<file path="src/rtl/modulo_arbitro_mux4_pkg.sv">
// Shared constants for the round-robin arbiter in front of the 4:1 bit mux.
package pkg_arbitro;

  localparam int CNT_W = 4;

  typedef enum logic [1:0] {
    S_IDLE    = 2'b00,
    S_GRANT   = 2'b01,
    S_RELEASE = 2'b10
  } state_t;

endpackage

</file>
<file path="src/rtl/modulo_arbitro_mux4_mux.sv">
// Single-bit 4:1 mux: i_data[0]=A, [1]=B, [2]=C, [3]=D.
module modulo_mux4_1 (
  input  logic [3:0] i_data,
  input  logic [1:0] i_sel,
  output logic       o_out
);

  always_comb begin
    case (i_sel)
      2'd0:    o_out = i_data[0];
      2'd1:    o_out = i_data[1];
      2'd2:    o_out = i_data[2];
      default: o_out = i_data[3];
    endcase
  end

endmodule

</file>
<file path="src/rtl/modulo_arbitro_mux4.sv">
// Round-robin arbiter driving the 4:1 mux select; grants are hold-limited
// and separated by one idle (RELEASE) cycle, and the mux bit is gated by valid.
module modulo_arbitro_mux4
  import pkg_arbitro::*;
#(
  parameter int MAX_HOLD = 8
) (
  input  logic       clk,
  input  logic       reset,
  input  logic [3:0] req,
  input  logic [3:0] data,
  output logic [3:0] grant,
  output logic [1:0] input_sel,
  output logic       valid,
  output logic       out
);

  localparam logic [CNT_W-1:0] HOLD_LAST = CNT_W'(MAX_HOLD - 1);

  state_t           r_state;
  logic [1:0]       r_owner;
  logic [1:0]       r_last;
  logic [CNT_W-1:0] r_hold_cnt;
  logic [3:0]       r_grant;
  logic [1:0]       r_sel;
  logic             r_valid;

  state_t           w_state_nxt;
  logic [1:0]       w_owner_nxt;
  logic [1:0]       w_last_nxt;
  logic [CNT_W-1:0] w_hold_nxt;
  logic [3:0]       w_grant_nxt;
  logic [1:0]       w_sel_nxt;
  logic             w_valid_nxt;
  logic [2:0]       w_pick;
  logic             w_mux;

  // Returns {found, index}; the search runs last+1, last+2, last+3, last.
  // Iterating from the lowest priority up lets the highest one overwrite.
  function automatic logic [2:0] f_rr_pick(input logic [3:0] rq, input logic [1:0] lst);
    logic [1:0] idx;
    logic [2:0] res;
    res = 3'b000;
    for (int i = 4; i >= 1; i--) begin
      idx = lst + i[1:0];
      if (rq[idx]) res = {1'b1, idx};
    end
    return res;
  endfunction

  assign w_pick = f_rr_pick(req, r_last);

  always_ff @(posedge clk or posedge reset) begin
    if (reset) begin
      r_state    <= S_IDLE;
      r_owner    <= 2'd0;
      r_last     <= 2'd3;
      r_hold_cnt <= '0;
      r_grant    <= 4'b0000;
      r_sel      <= 2'd0;
      r_valid    <= 1'b0;
    end else begin
      r_state    <= w_state_nxt;
      r_owner    <= w_owner_nxt;
      r_last     <= w_last_nxt;
      r_hold_cnt <= w_hold_nxt;
      r_grant    <= w_grant_nxt;
      r_sel      <= w_sel_nxt;
      r_valid    <= w_valid_nxt;
    end
  end

  always_comb begin
    w_state_nxt = r_state;
    w_owner_nxt = r_owner;
    w_last_nxt  = r_last;
    w_hold_nxt  = r_hold_cnt;
    w_grant_nxt = r_grant;
    w_sel_nxt   = r_sel;
    w_valid_nxt = r_valid;
    case (r_state)
      S_IDLE, S_RELEASE: begin
        if (w_pick[2]) begin
          w_state_nxt = S_GRANT;
          w_owner_nxt = w_pick[1:0];
          w_grant_nxt = 4'(4'b0001 << w_pick[1:0]);
          w_sel_nxt   = w_pick[1:0];
          w_valid_nxt = 1'b1;
          w_hold_nxt  = '0;
        end else begin
          // input_sel deliberately keeps the previous owner while idle
          w_state_nxt = S_IDLE;
          w_grant_nxt = 4'b0000;
          w_valid_nxt = 1'b0;
        end
      end
      S_GRANT: begin
        if (!req[r_owner] || (r_hold_cnt == HOLD_LAST)) begin
          w_state_nxt = S_RELEASE;
          w_grant_nxt = 4'b0000;
          w_valid_nxt = 1'b0;
          w_last_nxt  = r_owner;
        end else begin
          w_hold_nxt = r_hold_cnt + 1'b1;
        end
      end
      default: begin
        w_state_nxt = S_IDLE;
        w_grant_nxt = 4'b0000;
        w_valid_nxt = 1'b0;
      end
    endcase
  end

  modulo_mux4_1 u_mux (
    .i_data (data),
    .i_sel  (r_sel),
    .o_out  (w_mux)
  );

  always_comb begin
    grant     = r_grant;
    input_sel = r_sel;
    valid     = r_valid;
    out       = r_valid & w_mux;
  end

endmodule

</file>
<file path="config.mk">
export PLATFORM = sky130hd
export DESIGN_NAME = modulo_arbitro_mux4
export DESIGN_NICKNAME = d
export VERILOG_FILES = /design/src/rtl/modulo_arbitro_mux4_pkg.sv /design/src/rtl/modulo_arbitro_mux4_mux.sv /design/src/rtl/modulo_arbitro_mux4.sv
export SDC_FILE = /design/constraint.sdc
export NUM_CORES = 1
export LEC_CHECK = 0
export BUFFER_PORTS_ARGS = -buffer_cell sky130_fd_sc_hd__buf_2
export CAP_MARGIN = 20
export CORE_MARGIN = 2
export CORE_UTILIZATION = 50
export DETAILED_ROUTE_END_ITERATION = 8
export GPL_TIMING_DRIVEN = 0
export MAX_ROUTING_LAYER = met4
export PLACE_DENSITY = 0.85
export SYNTH_ARGS = -nofsm -noshare
export SYNTH_HDL_FRONTEND = slang
export SYNTH_SLANG_ARGS = --single-unit
</file>
<file path="constraint.sdc">
create_clock -name clk -period 3.25 [get_ports clk]
set_input_delay 0.1625 -clock clk [delete_from_list [all_inputs] [get_ports clk]]
set_output_delay 0.1625 -clock clk [all_outputs]
set_load 0.01 [all_outputs]
</file>
==> impl_metrics.csv, run 1 <==
group,metric,value,unit
pwr,comb_power_share,45.0,%
global_route,grt.overflow.total,0,
clock_network,clock_sinks,14,
status,status,"complete, no violations",
worst_setup_path,critPathRequiredTime,3.09,ns
timing,report.final.slew_viol_count,0,
floorplanning,die_y,42.56,um
worst_setup_path,end_kind,"primary output",
pwr,p_int,0.0005134,W
timing,clock_skew,0.002499,ns
global_route,grtUsageTotal,19.28,%
clock_network,cts.path.max_buffers,2,
synthesis,syn_nets,77,
synthesis,synth_cell_types,28,
pwr,power_density,922.7,nW/um^2
worst_setup_path,crit_path_start_kind,"flip-flop",
synthesis,synth_top_area_share,40.40,%
layout,area_delta_synth_final,20.20,%
synthesis,ys_ff_latch,14,
worst_setup_path,arrival,1.59,ns
place,io_buffers,17,
timing,worst_hold_slack,0.4230,ns
worst_setup_path,worstSetupPathType,"flip-flop to primary output",
floorplanning,die_w,42.56,um
detailed_routing,vias,601,
detailed_routing,postRouteAntennaNets,0,
global_route,grt_pass1_vias,564,
synthesis,ys_seq_area_share,47.47,%
pwr,swShare,37.72,%
synthesis,async_flop_share,100.0,%
layout,post-route-util,66.17,%
timing,worst_slew_pin_slew,0.5212,ns
clock_network,cts.repair.resized,0,
detailed_routing,first_pass_iters,4,
clock_network,path_clk_slew,0.09,ns
global_route,grt_max_degree,15,
flow_run,cap_violations,0,
layout,nNetsFinal,100,
worst_setup_path,crit_fanout,5,
timing,fin_crit,1.751,ns
layout,drive_above_1_share,32.95,%
synthesis,ys_warn_count,0,
synthesis,synth_top_cells_by_area,"dfrtp_1, dfstp_2, nand3_1, mux2_4, nand2_1",
detailed_routing,route.detailed.drc,0,
floorplanning,fp-row-count,13,
synthesis,syn_avg_cell_area,11.26,um^2
clock_network,clk_latency,0.28,ns
timing,slew_headroom,65.25,%
pwr,switchingPower,0.0003109,W
detailed_routing,avgViaCountPerCell,5.835,
clock_network,cts_tree,"built",
layout,multi_input_area,382.9,um^2
floorplanning,initial_utilization,55.05,%
detailed_routing,wirelength,1.454,mm
layout,nFillCells,102,
clock_network,cts-buffers-inserted,3,
detailed_routing,drtIter0Drc,22,
layout,antenna_cells,0,
timing,finalSetupViolations,0,
pwr,p_seq_share,39.3,%
synthesis,netlist_area,743.2,um^2
floorplanning,io_pins,18,
layout,seq_area,352.8,um^2
timing,hold_violations,0,
floorplanning,die_area,1811,um^2
pwr,leakagePower,0.4362,nW
pwr,pwr-share-clk,15.7,%
clock_network,htreeDepth,1,
detailed_routing,drt-wirelength-per-cell,14.12,um
place,gp_congestion,0.7263,
timing,worst_slack,1.499,ns
global_route,grt_pass1_wl,2.518,mm
timing,period_share,53.88,%
global_route,antenna_found_initial,0,
clock_network,cts_root_buffer,"clkbuf_4",
timing,rsz0062_at_grt,"no",
synthesis,yosys.area.top_type,"dfrtp_1",
timing,clock.fmax,571.1,MHz
min_path,hold_path.class,"input port to flip-flop",
pwr,peakVddDrop,0.0005265,V
synthesis,synth_edf_count,0,
timing,fin_tns_setup,0,ns
synthesis,synthCells,66,
place,hpwl,1.082,mm
synthesis,synth_flop_cell,"dfrtp_1",
floorplanning,coreArea,1350,um^2
place,post-place-ws,1.556,ns
==> cell families after synthesis <==
group	share of synthesized area (%)
compound gates	14.31
fa+ha+maj	1.683
mux	14.82
flops	47.47
simple gates	20.71
buf+inv	1.009
==> critical path, stage by stage (launching register included) <==
cell	delay (ns)
dfrtp_1	0.43
mux4_1	0.58
and2_1	0.17
buf_2	0.13
==> flip-flops by register name (all words and copies together) (netlist names) <==
name,cells
r_state,2
grant,4
r_hold_cnt,4
input_sel,2
r_last,2
==> worst paths after layout <==
path,end,slack [ns],depth (start not counted),startpoint
max in group asynchronous,r_last[0]$_DFFE_PP1P_,2.45,3,reset
setup reg to reg,r_last[0]$_DFFE_PP1P_,1.55,3,input_sel[1]$_DFFE_PP0P_
setup / recovery,out,1.50,3,input_sel[0]$_DFFE_PP0P_
min in group asynchronous,r_hold_cnt[1]$_DFFE_PP0P_,0.44,3,reset
hold reg to reg,grant[0]$_DFFE_PP0P_,0.49,2,grant[0]$_DFFE_PP0P_
hold / removal,input_sel[1]$_DFFE_PP0P_,0.42,5,req[2]
==> cell usage in the layout (no fill, tap or decap), drive strengths merged <==
master and instances:
ha 1, a31oi 1, nand2b 4, a21o 2, o221ai 1, mux4 2, nand3 6, mux2i 2
a21boi 1, and2 1, buf 17, dfstp 2, nand2 8, a22o 2, dfrtp 12, a32o 1
dlygate4sd3 1, nand3b 2, nor2b 3, a21oi 1, o31ai 2, inv 1, nor2 3, mux2 3
clkbuf 5, and3 2, o21ai 2
==> power groups by stage <==
stage | combinational, W | sequential [W] | clock (W)
floorplan | 0.000252 | 0.000331 | 0
global placement | 0.000357 | 0.000323 | 0
detailed placement | 0.000371 | 0.000326 | 0
CTS | 0.000373 | 0.000324 | 0.000128
global route | 0.000407 | 0.000335 | 0.000135
finish | 0.000371 | 0.000324 | 0.000130
==> per-stage QoR <==
stage	instance area (um^2)	instances	total power [W]
after detailed placement	847.1	98	0.0006972
after floorplan	743.2	66	0.0005835
after CTS	893.4	103	0.0008247
final	893.4	103	0.0008243
after global routing	893.4	103	0.0008776
after global placement	847.1	98	0.0006809
==> cell usage after synthesis, types with 2 or more instances <==
| library cell | n |
|---|---|
| nor2_1 | 3 |
| mux2_4 | 2 |
| nand2_1 | 8 |
| nand3_1 | 6 |
| nand2b_1 | 4 |
| nand3b_1 | 2 |
| a22o_1 | 2 |
| dfrtp_1 | 12 |
| o21ai_0 | 2 |
| o31ai_1 | 2 |
| a21o_1 | 2 |
| nor2b_1 | 3 |
| dfstp_2 | 2 |
| mux2i_1 | 2 |
==> cell type report <==
| cell class | count | area share, % |
|---|---|---|
| buffer | 1 | 0.4202 |
| timing repair buffer | 18 | 10.64 |
| inverter | 1 | 0.4202 |
| multi-input combinational | 50 | 42.86 |
| tap | 15 | 2.101 |
| clock buffer | 4 | 4.062 |
| sequential | 14 | 39.50 |
==> per-layer routing <==
layer | share of wire (%) | vias up | global-route usage (%)
li1 | - | 285 | -
met1 | 48 | 300 | 25.41
met2 | 47 | 12 | 29.23
met3 | 3.0 | 4 | 3.879
met4 | 1.4 | 0 | 7.500
met5 | 0 | - | -
==> timing repair <==
action	CTS	global route
hold buffers	1	0
buffers inserted	0	0
endpoints found under the hold margin	12	0
(Power assumes the default switching activity.)
==> run 2: changes to the inputs <==
CORE_UTILIZATION = 45   (was 50)
PLACE_DENSITY = 0.82   (was 0.85)
clock period = 1.5 ns   (was 3.25 ns; I/O delays follow)
==> impl_metrics.csv, run 2 (same netlist as run 1, synthesis figures left out) <==
group,metric,value,unit
timing,hold_violations,0,
place,post_dp_cell_area,849.6,um^2
floorplanning,coreArea,1524,um^2
worst_setup_path,crit_path_start_kind,"flip-flop",
detailed_routing,first_pass_iters,4,
timing,clock_skew,0.001002,ns
min_path,hold_path_depth,3,
clock_network,cts_tree,"built",
global_route,grt.overflow.total,0,
layout,drive_above_1_share,42.39,%
worst_setup_path,crit_fanout,4,
clock_network,cts-buffers-inserted,3,
floorplanning,io_pins,18,
layout,post-route-util,62.23,%
floorplanning,die_w,44.64,um
clock_network,htreeDepth,1,
worst_setup_path,slowest_delay,0.58,ns
timing,worst_slew_pin_slew,0.5161,ns
global_route,grt_pass1_wl,2.608,mm
timing,clock.fmax,643.3,MHz
global_route,antenna_found_initial,0,
worst_setup_path,cp_slowest_cell,"mux4_2",
timing,slew_headroom,65.56,%
clock_network,cts.path.max_buffers,2,
timing,report.final.slew_viol_count,0,
min_path,hold_path.class,"input port to flip-flop",
layout,antenna_cells,0,
place,io_buffers,17,
worst_setup_path,path_cells,"mux4_2 > a21boi_4 > mux2_4",
layout,postLayoutCellArea,948.4,um^2
detailed_routing,postRouteAntennaNets,0,
worst_setup_path,r2r_slack,-0.05,ns
timing,fin_crit,1.555,ns
floorplanning,initial_utilization,48.77,%
global_route,grt_pass1_vias,608,
worst_setup_path,worstSetupPathType,"flip-flop to flip-flop",
detailed_routing,drt-wirelength-per-cell,15.44,um
status,violations,"setup timing",
worst_setup_path,rr_startpoint,"input_sel[1]$_DFFE_PP0P_",
detailed_routing,wirelength,1.668,mm
clock_network,path_clk_slew,0.09,ns
clock_network,clock_sinks,14,
status,status,"complete, but fails checks",
floorplanning,die_y,44.64,um
global_route,grtUsageTotal,19.33,%
layout,layout_commonest_cell,"buf_2",
worst_setup_path,critPathRequiredTime,1.73,ns
detailed_routing,avgViaCountPerCell,5.796,
timing,fin_tns_setup,-0.1862,ns
layout,nFillCells,119,
layout,final_cells,108,
layout,layout_common_cells,"buf_2, dfrtp_1, nand2_1",
flow_run,cap_violations,0,
timing,rsz0062_at_grt,"yes",
floorplanning,fp-row-count,14,
min_path,hold_end,"grant[2]$_DFFE_PP0P_",
detailed_routing,route.detailed.drc,0,
pwr,power_density,2033,nW/um^2
timing,period_share,103.6,%
place,dp_cells,99,
timing,finalSetupViolations,6,
worst_setup_path,end_kind,"flip-flop",
place,hpwl,1.150,mm
worst_setup_path,ff2ff_path_depth,3,
clock_network,clk_latency,0.29,ns
worst_setup_path,crit_buf_inv,0,
detailed_routing,vias,626,
worst_setup_path,cp_top_family,"multiplexers",
layout,area_delta_synth_final,27.61,%
detailed_routing,drtIter0Drc,14,
floorplanning,die_area,1993,um^2
clock_network,cts_root_buffer,"clkbuf_4",
pwr,leakagePower,0.4552,nW
timing,worst_slack,-0.05453,ns
worst_setup_path,r2r_end,"r_last[0]$_DFFE_PP1P_",
min_path,worstHoldStart,"req[0]",
pwr,peakVddDrop,0.001185,V
worst_setup_path,arrival,1.78,ns
global_route,grt_max_degree,15,
place,gp_congestion,0.7419,
layout,nNetsFinal,104,
## run 2: layout make-up
type / instances / area, um^2 / share of cell area [%]
buffer: 1 / 3.754 / 0.3958
clock buffer: 4 / 36.28 / 3.826
inverter: 1 / 3.754 / 0.3958
multi-input combinational: 50 / 401.6 / 42.35
sequential: 14 / 354.1 / 37.34
tap: 16 / 20.02 / 2.111
timing repair buffer: 22 / 128.9 / 13.59
## run 2: worst max-delay path by stage
stage | startpoint | endpoint | slack, ns | cells past startpoint
after global placement | input_sel[1]$_DFFE_PP0P_ | r_last[0]$_DFFE_PP1P_ | -0.09 | 3
after CTS | input_sel[1]$_DFFE_PP0P_ | r_last[0]$_DFFE_PP1P_ | -0.08 | 3
final | input_sel[1]$_DFFE_PP0P_ | r_last[0]$_DFFE_PP1P_ | -0.05 | 3
after detailed placement | input_sel[1]$_DFFE_PP0P_ | r_last[0]$_DFFE_PP1P_ | -0.11 | 3
after global routing | input_sel[1]$_DFFE_PP0P_ | r_last[0]$_DFFE_PP1P_ | -0.09 | 3
after floorplan | input_sel[1]$_DFFE_PP0P_ | r_last[0]$_DFFE_PP1P_ | -0.06 | 3
## run 2: repair_timing
action / CTS / global route
hold endpoints to repair: 12 / 0
pin swaps: 3 / 1
setup buffers: 4 / 0
resized for setup: 2 / 4
hold buffers: 1 / 0
setup endpoints to repair: 9 / 12
## run 2: through the flow
stage | hold WS [ns] | power, W | setup WS, ns
after global placement | 0.1290 | 0.001479 | -0.09058
final | 0.3096 | 0.001928 | -0.05453
after detailed placement | 0.1280 | 0.001512 | -0.1143
after CTS | 0.2975 | 0.001894 | -0.07603
after global routing | 0.3487 | 0.002035 | -0.08829
after floorplan | -0.03728 | 0.001264 | -0.06116
## run 2: per-layer routing
layer	up-vias	track usage (%)	wire length, um
met2	15	31.01	823
met3	5	2.857	75
li1	292	-	-
met1	314	22.22	725
met4	0	12.73	42
met5	-	-	0
## run 2: tightest hold or removal path, stage by stage
cell and delay [ns]:
buf_2 0.12, o221ai_2 0.17, o21ai_0 0.20
## run 2: power by group
group          internal (W)  total (W)  switching, W
clock              0.000148   0.000283      0.000135
combinational      0.000500   0.000962      0.000462
sequential         0.000558   0.000683      0.000125
==> run 3: changes to the inputs <==
SETUP_SLACK_MARGIN = 0.2   (was unset)
==> impl_metrics.csv, run 3 (same netlist as run 1, synthesis figures left out) <==
group,metric,value,unit
status,status,"complete, but fails checks",
status,violations,"setup timing",
min_path,hold_end,"grant[2]$_DFFE_PP0P_",
clock_network,clk_latency,0.28,ns
detailed_routing,route.detailed.drc,0,
worst_setup_path,cp_top_family,"multiplexers",
worst_setup_path,ff2ff_path_depth,3,
pwr,leakagePower,0.4576,nW
detailed_routing,wirelength,1.790,mm
global_route,grt.overflow.total,0,
layout,antenna_cells,0,
detailed_routing,postRouteAntennaNets,0,
global_route,antenna_found_initial,0,
timing,clock.fmax,629.6,MHz
worst_setup_path,arrival,1.80,ns
layout,post-route-util,62.64,%
min_path,hold_path.class,"input port to flip-flop",
clock_network,cts_root_buffer,"clkbuf_4",
min_path,hold_path_depth,3,
detailed_routing,drtIter0Drc,13,
layout,area_delta_synth_final,28.45,%
flow_run,cap_violations,0,
clock_network,cts_tree,"built",
place,gp_congestion,0.7844,
worst_setup_path,end_kind,"flip-flop",
pwr,peakVddDrop,0.001115,V
global_route,grtUsageTotal,20.42,%
timing,hold_violations,0,
worst_setup_path,critPathRequiredTime,1.71,ns
clock_network,path_clk_slew,0.08,ns
floorplanning,io_pins,18,
worst_setup_path,cp_slowest_cell,"mux4_2",
min_path,worstHoldStart,"req[0]",
worst_setup_path,crit_path_start_kind,"flip-flop",
clock_network,cts.path.max_buffers,2,
timing,slew_headroom,64.85,%
timing,fin_crit,1.588,ns
place,io_buffers,17,
timing,fin_tns_setup,-0.2831,ns
layout,nFillCells,115,
floorplanning,die_area,1993,um^2
global_route,grt_pass1_wl,2.780,mm
detailed_routing,first_pass_iters,4,
layout,final_cells,107,
place,hpwl,1.189,mm
timing,worst_slew_pin_slew,0.5267,ns
layout,layout_commonest_cell,"buf_2",
timing,finalSetupViolations,6,
detailed_routing,avgViaCountPerCell,5.561,
layout,drive_above_1_share,42.86,%
floorplanning,die_w,44.64,um
timing,worst_slack,-0.08825,ns
floorplanning,fp-row-count,14,
clock_network,htreeDepth,1,
worst_setup_path,rr_startpoint,"input_sel[1]$_DFFE_PP0P_",
timing,clock_skew,0.004060,ns
detailed_routing,drt-wirelength-per-cell,16.73,um
worst_setup_path,worstSetupPathType,"flip-flop to flip-flop",
floorplanning,initial_utilization,48.77,%
clock_network,clock_sinks,14,
floorplanning,coreArea,1524,um^2
timing,rsz0062_at_grt,"yes",
pwr,power_density,2065,nW/um^2
timing,report.final.slew_viol_count,0,
worst_setup_path,crit_fanout,4,
worst_setup_path,r2r_end,"r_last[0]$_DFFE_PP1P_",
pwr,design_power_total,0.001971,W
worst_setup_path,slowest_delay,0.59,ns
place,dp_cells,99,
worst_setup_path,r2r_slack,-0.09,ns
worst_setup_path,crit_buf_inv,0,
clock_network,cts-buffers-inserted,3,
detailed_routing,vias,595,
layout,layout_common_cells,"buf_2, dfrtp_1, nand2_1",
floorplanning,die_y,44.64,um
worst_setup_path,path_cells,"mux4_2 > a21boi_4 > mux2_4",
global_route,grt_max_degree,15,
global_route,grt_pass1_vias,611,
timing,period_share,105.9,%
layout,nNetsFinal,103,
==> run 3: cell type report <==
class                   instances  area, um^2  area share, %
well taps                      16       20.02          2.097
multi-input cells              50       407.9          42.73
repair buffers                 21       127.6          13.37
clock buffers                   4       36.28          3.801
inverters                       1       3.754         0.3932
plain buffers                   1       5.005         0.5242
flip-flops and latches         14       354.1          37.09
==> run 3: worst max path at each step <==
stage | from | to | slack [ns] | cells past startpoint
after CTS | input_sel[1]$_DFFE_PP0P_ | r_last[0]$_DFFE_PP1P_ | -0.08 | 3
after floorplan | input_sel[1]$_DFFE_PP0P_ | r_last[0]$_DFFE_PP1P_ | -0.06 | 3
after global placement | input_sel[1]$_DFFE_PP0P_ | r_last[0]$_DFFE_PP1P_ | -0.08 | 3
final | input_sel[1]$_DFFE_PP0P_ | r_last[0]$_DFFE_PP1P_ | -0.09 | 3
after detailed placement | input_sel[1]$_DFFE_PP0P_ | r_last[0]$_DFFE_PP1P_ | -0.13 | 3
after global routing | input_sel[1]$_DFFE_PP0P_ | r_last[0]$_DFFE_PP1P_ | -0.12 | 3
==> run 3: power breakdown <==
| part | total (W) | switching (W) | internal, W |
|---|---|---|---|
| Combinational | 0.000990 | 0.000466 | 0.000523 |
| Clock | 0.000275 | 0.000127 | 0.000148 |
| Sequential | 0.000707 | 0.000149 | 0.000558 |
==> run 3: worst reg2reg max path, cell delays in order (launching register included) <==
cell,delay [ns]
dfrtp_2,0.39
mux4_2,0.59
a21boi_4,0.22
mux2_4,0.32
==> run 3: stage by stage <==
step | instance area [um^2] | hold slack [ns] | worst slack [ns]
5_1_grt | 954.7 | 0.3016 | -0.1155
3_3_place_gp | 855.8 | 0.1247 | -0.08437
3_5_place_dp | 855.8 | 0.1257 | -0.1302
4_1_cts | 922.1 | 0.2819 | -0.07556
6_report | 954.7 | 0.2810 | -0.08825
2_1_floorplan | 750.7 | -0.03728 | -0.06116
==> run 3: what timing repair did <==
| item | in CTS | in global routing |
|---|---|---|
| resized for setup | 2 | 7 |
| endpoints found under the setup margin | 14 | 15 |
| hold endpoints to repair | 12 | 0 |
| hold buffers | 1 | 0 |
| pin swaps | 5 | 1 |
| setup buffers | 3 | 0 |
==> run 3: per-layer routing <==
| layer | vias to the layer above | routed length (um) | GRT usage [%] | part of all wire [%] |
|---|---|---|---|---|
| met1 | 278 | 838 | 26.06 | 47 |
| met3 | 4 | 47 | 2.449 | 2.6 |
| li1 | 295 | - | - | - |
| met5 | - | 0 | - | 0 |
| met4 | 0 | 34 | 10.91 | 1.9 |
| met2 | 18 | 870 | 31.59 | 49 |
